===== config.mk =====
export PLATFORM = sky130hd
export DESIGN_NAME = mul_acc_unsigned
export DESIGN_NICKNAME = d
export VERILOG_FILES = /design/src/rtl/mul_acc_unsigned.sv
export SDC_FILE = /design/constraint.sdc
export NUM_CORES = 1
export LEC_CHECK = 0
export ABC_CLOCK_PERIOD_IN_PS = 2400
export BUFFER_PORTS_ARGS = -buffer_cell sky130_fd_sc_hd__clkbuf_2
export CORE_UTILIZATION = 29
export DETAILED_ROUTE_END_ITERATION = 6
export PLACE_DENSITY_LB_ADDON = 0.15
export SLEW_MARGIN = 20
export SYNTH_ARGS = -nofsm -noshare
export SYNTH_HDL_FRONTEND = slang
export SYNTH_SLANG_ARGS = --single-unit

===== constraint.sdc =====
create_clock -name clk -period 2.4 [get_ports clk]
set_input_delay 0.12 -clock clk [delete_from_list [all_inputs] [get_ports clk]]
set_output_delay 0.12 -clock clk [all_outputs]
set_load 0.01 [all_outputs]

===== src/rtl/mul_acc_unsigned.sv =====
// mul_acc_unsigned: saturating accumulator of unsigned products into framed results with valid/ready output
module mul_acc_unsigned #(
  parameter int WIDTH = 8,
  parameter int ACC_WIDTH = 24,
  parameter int CNT_WIDTH = 8
) (
  input  logic                   clk,
  input  logic                   rst,
  input  logic [2*WIDTH-1:0]     in_prod,
  input  logic                   in_valid,
  input  logic                   in_last,
  output logic                   in_ready,
  input  logic                   clr,
  output logic [ACC_WIDTH-1:0]   out_data,
  output logic [CNT_WIDTH-1:0]   out_cnt,
  output logic                   out_ovf,
  output logic                   out_valid,
  input  logic                   out_ready
);
  typedef enum logic {ACC, DONE} state_t;
  state_t state, state_nx;
  logic [ACC_WIDTH-1:0] acc, acc_nx;
  logic [CNT_WIDTH-1:0] cnt, cnt_nx;
  logic ovf, ovf_nx, accept, take;
  logic [ACC_WIDTH:0] sum;
  assign in_ready = state == ACC;
  assign out_valid = state == DONE;
  assign accept = in_valid & in_ready;
  assign take = accept & ~clr;
  // one extra bit catches the carry out of the accumulator
  assign sum = {1'b0, acc} + {{(ACC_WIDTH + 1 - 2*WIDTH){1'b0}}, in_prod};
  always_comb begin
    ovf_nx = sum[ACC_WIDTH] | ovf;
    acc_nx = ovf_nx ? '1 : sum[ACC_WIDTH-1:0];
    cnt_nx = &cnt ? cnt : cnt + 1'b1;
    state_nx = state;
    if (state == ACC && take && in_last) state_nx = DONE;
    if (state == DONE && out_ready) state_nx = ACC;
  end
  always_ff @(posedge clk) begin
    if (rst) begin
      state <= ACC;
      acc <= '0;
      cnt <= '0;
      ovf <= 1'b0;
      out_data <= '0;
      out_cnt <= '0;
      out_ovf <= 1'b0;
    end else begin
      state <= state_nx;
      if (in_ready && clr) begin
        acc <= '0;
        cnt <= '0;
        ovf <= 1'b0;
      end else if (take && in_last) begin
        out_data <= acc_nx;
        out_cnt <= cnt_nx;
        out_ovf <= ovf_nx;
        acc <= '0;
        cnt <= '0;
        ovf <= 1'b0;
      end else if (take) begin
        acc <= acc_nx;
        cnt <= cnt_nx;
        ovf <= ovf_nx;
      end
    end
  end
endmodule


=== After elaboration in Yosys (flattened, before gate mapping) ===
Index checks and enable logic that the tools add are counted.

* Register bits: 67
* Output and inout bits: 35
* Word-level logic and storage cells: 26
* Input bits: 22

* Bitwise operators: 6
* Add/sub/neg operators: 2
* Multiplexer cells: 2
* Reduce and logical (&&, ||, !) cells: 9

{| class="wikitable"
|+ Operators by type and width
! operator !! number
|-
| adder 24 x 16 -> 25 bit || 1
|-
| 2-to-1 mux 24 bit || 1
|-
| adder 8 x 1 -> 8 bit, second input constant || 1
|-
| 2-to-1 mux 8 bit || 1
|-
| AND reduction 8 bit || 1
|-
| logical AND 1 bit || 5
|-
| NOT 1 bit || 3
|-
| OR reduction 3 bit || 1
|-
| AND 1 bit || 2
|-
| AND reduction 2 bit || 1
|-
| OR reduction 2 bit || 1
|-
| OR 1 bit || 1
|}

=== Logic depth before layout (Yosys ltp) ===
* Word-level depth: 5
* Depth in mapped cells: 9
* Depth with buffers taken out: 9

=== Worst setup path after synthesis ===
OpenSTA, ideal clock, no wires.

* Kind: reg-to-reg
* Start point: reg acc[0]
* End point: reg out_data[16]
* Clock period less this slack: 2.524 ns
* Slack: -0.124 ns
* Setup time: 0.101 ns
* Stages on the path, launching flop included: 10
* Arrival time: 2.423 ns
* Buffers on the path: 0
* Required time: 2.299 ns
* Cell sequence: dfxtp_1 ha_1 fa_1 a211oi_1 nor4_2 o31ai_4 nand2_1 and3_1 o21a_1 o41ai_1

* Longest elaborated chain between the ends: 3

{| class="wikitable"
|+ RTL lines
! item !! line !! RTL
|-
| start: declaration || 22 || <nowiki>logic [ACC_WIDTH-1:0] acc, acc_nx;</nowiki>
|-
| start signal: assignment || 63 || <nowiki>acc <= acc_nx;</nowiki>
|-
| adder 24 x 16 -> 25 bit (*) || 31 || <nowiki>assign sum = {1'b0, acc} + {{(ACC_WIDTH + 1 - 2*WIDTH){1'b0}}, in_prod};</nowiki>
|-
| OR 1 bit || 33 || <nowiki>ovf_nx = sum[ACC_WIDTH] | ovf;</nowiki>
|-
| 2-to-1 mux 24 bit (*) || 34 || <nowiki>acc_nx = ovf_nx ? '1 : sum[ACC_WIDTH-1:0];</nowiki>
|-
| end signal: assignment || 56 || <nowiki>out_data <= acc_nx;</nowiki>
|-
| end: declaration || 14 || <nowiki>output logic [ACC_WIDTH-1:0] out_data,</nowiki>
|}

Mark *: on every way between the ends. The rest lies on a longest branch, timed or not.
A chain may end at the register's enable or synchronous reset.

=== Final worst setup path ===
* Start point: reg acc[0]
* End point: reg out_data[0]

The elaborated chain is that of the path after synthesis.

==> metrics <==
Comb pwr share 0.149; Clk Latency, worst-skew pair ~0.34 ns; crit-path max FO 8; critical path arrival around 2.6 ns; # DRC 0; top post-synthesis cells by area dfxtp_1 (37%), a21oi_1 (7.2%), nor2_1 (6.7%); fin crit share 0.997; DP Worst Slack -0.158 ns; via count around 3500; Reg2Reg Depth 10; Crit. End Element flop; CP peak stage delay approximately 0.36 ns; count leader, synth dfxtp_1; DPL Wire Length 7.13 mm; Nets 579; Reg area 0.00135 mm^2; DRT antenna net count 0; GRT Residual Overflow 0; Synth cell types 51; Post-Synthesis Cells between 400 and 500; HP Class in -> reg; Max VDD drop 0.325 mV; vias per inst 4.89; Worst-path clk slew 0.06 ns; share of layout cells above drive strength 1 0.346; sw power ~830 uW; Final Max Tran Viols 0; Yosys warnings 0; multi-input combinational cell area 0.00255 mm^2; Top-Level Pins 57; most instantiated cells after synthesis dfxtp_1 (67), nor2_1 (65), a21oi_1 (52); area delta synth->final 43.3%; Reg power frac 0.364; hold_ws 0.0448 ns; total power 3210 uW; Slew HR 0.647; initial antenna violation count 0; post-synthesis cell area 0.00362 mm^2; CP Buf/Inv Count 2; cell-internal power around 2400 uW; WP data required 2.60 ns; Initial DRC Count roughly 160; CTS root buf clkbuf_16; Power Density 619 mW/mm^2; Post-Route WL between 10 and 15 mm; first-pass GRT wire length ~16 mm; critical path depth 10; switching share of total power 0.259; most frequent CP cell buf_12; design area between 0.005 and 0.006 mm^2; worst slew pin tran around 0.53 ns; Lkg Pwr about 0.002 uW; fmax 0.418 GHz; total track usage 0.158; worst-case clock buffer depth 2; FF+latch count, synth between 60 and 70; Sink Count 67; Syn Area/Cell approximately 8 um^2; number of flops mapped to enable cells by yosys 0; Hold Path Depth 3; TritonCTS clock tree yes; largest net degree at the start of global routing 45; Final Hold Viols 0; Max-Cap Viols 0; # diodes 0; # hold bufs at CTS 0; startpoint types flop; Die X ~110 um; Critical-path top delay cell fa_2; H-tree levels 3; Synth top area share 0.371; post-placement cell area between 0.004 and 0.005 mm^2; Crit Path Class reg -> reg; Rows 40; Synth area leader dfxtp_1; Syn Nets 486; worst path cell trace ha_4, fa_2, a211oi_4, nor4_4, o31ai_4, a31oi_4, buf_12, buf_12, nor2_4, a211oi_1; Core ar. about 0.012 mm^2; DR WL/cell ~14 um; TritonRoute pass-1 iters 4; Synth async-reset ratio 0; gpl congestion around 0.78; CTS buffer count 9; # port buffers between 50 and 60; status completed; die area between 0.01 and 0.015 mm^2; register area share after synthesis 0.371; Starting Density 0.300; Fillers ~1200; RSZ-0062 raised after global routing yes; clock share of power 0.487; Final min period approximately 2.4 ns; final setup TNS 0 ns; Final setup violation count 0; most common flop cell mapped by yosys dfxtp_1; die height about 110 um; Max Clock Skew ~0.010 ns; vias in the first global route between 3000 and 4000; worst setup margin 0.00805 ns; Worst path top cell family by delay compound AO/OA/AOI/OAI gates
## power by group through the flow
stage / combinational [uW] / clock (uW) / sequential (uW)
after floorplan: 235 / 0 / 1200
after global placement: 393 / 0 / 1190
after detailed placement: 395 / 0 / 1190
after CTS: 420 / 1590 / 1170
after global routing: 528 / 1640 / 1170
final: 478 / 1560 / 1170
## tightest hold or removal path, delay by kind of cell
kind,cells,cell delay [ns]
and+or+nand+nor,1,0.08
buffers and inverters,1,0.07
AOI/OAI and AO/OA,1,0.05
## registers in the layout (all words and copies together) (netlist names)
| name | count |
|---|---|
| cnt | 8 |
| ovf | 1 |
| out_valid | 1 |
| out_data | 24 |
| out_cnt | 8 |
| out_ovf | 1 |
| acc | 24 |
## cell usage in the layout (no fill, tap or decap), types with 3 or more instances in the layout
cell / instances
a21oi_2: 5
a211oi_1: 20
bufinv_16: 3
dfxtp_1: 64
o21ai_0: 32
nor2_4: 10
a21o_1: 9
ha_4: 6
a211oi_2: 6
nor2_1: 50
clkbuf_2: 56
xnor2_1: 11
o21a_1: 6
a311oi_1: 4
nand4_1: 6
buf_6: 4
buf_4: 41
a21oi_1: 46
dfxtp_2: 3
a31oi_1: 4
nand2_1: 28
inv_1: 8
ha_1: 10
and3_1: 6
nand3_1: 9
xor2_1: 9
nor3_1: 11
nor2_2: 5
clkbuf_16: 10
## path summary, 6_finish.rpt
kind | start | end | slack [ns]
worst max-delay path | acc[0] | out_data[0] | 0.008
worst min-delay path | out_ready | out_valid | 0.04
worst max register to register | acc[0] | out_data[0] | 0.008
worst min register to register | out_cnt[0] | out_cnt[0] | 0.46
## metal layers
layer	GRT usage	part of all wire	up-vias	wire, um
met3	0.0361	0.034	9	347
met2	0.264	0.48	45	4900
met1	0.198	0.48	1616	4930
met5	0	0	-	0
li1	-	-	1813	-
met4	0.0614	0.013	0	138
## cells by family (layout without fill, tap and decap cells)
group / after synthesis / count (layout) / share of synthesized area
fa+ha+maj: 18 / 18 / 0.0644
flops: 67 / 67 / 0.371
mux: 2 / 2 / 0.00554
compound gates: 157 / 157 / 0.281
simple gates: 150 / 150 / 0.190
xor+xnor: 22 / 22 / 0.0533
buf+inv: 30 / 128 / 0.0349
## timing repair
action	CTS	global route
gates cloned	0	1
buffers inserted	3	6
gates resized for setup	30	60
setup endpoints to repair	42	48
pin swaps	6	30
## final cells by class
| type | instances | area share |
|---|---|---|
| clock buffers | 9 | 0.0435 |
| clock inverters | 7 | 0.0239 |
| inverters | 8 | 0.00580 |
| multi-input cells | 349 | 0.492 |
| flip-flops and latches | 67 | 0.260 |
| well taps | 168 | 0.0406 |
| repair buffers | 104 | 0.135 |
## metrics by stage
step                      std cells   util
after CTS                       706  0.399
after global routing            712  0.430
final                           712  0.430
after detailed placement        687  0.358
after floorplan                 446      -
after global placement          687  0.358
(Power assumes the default switching activity.)
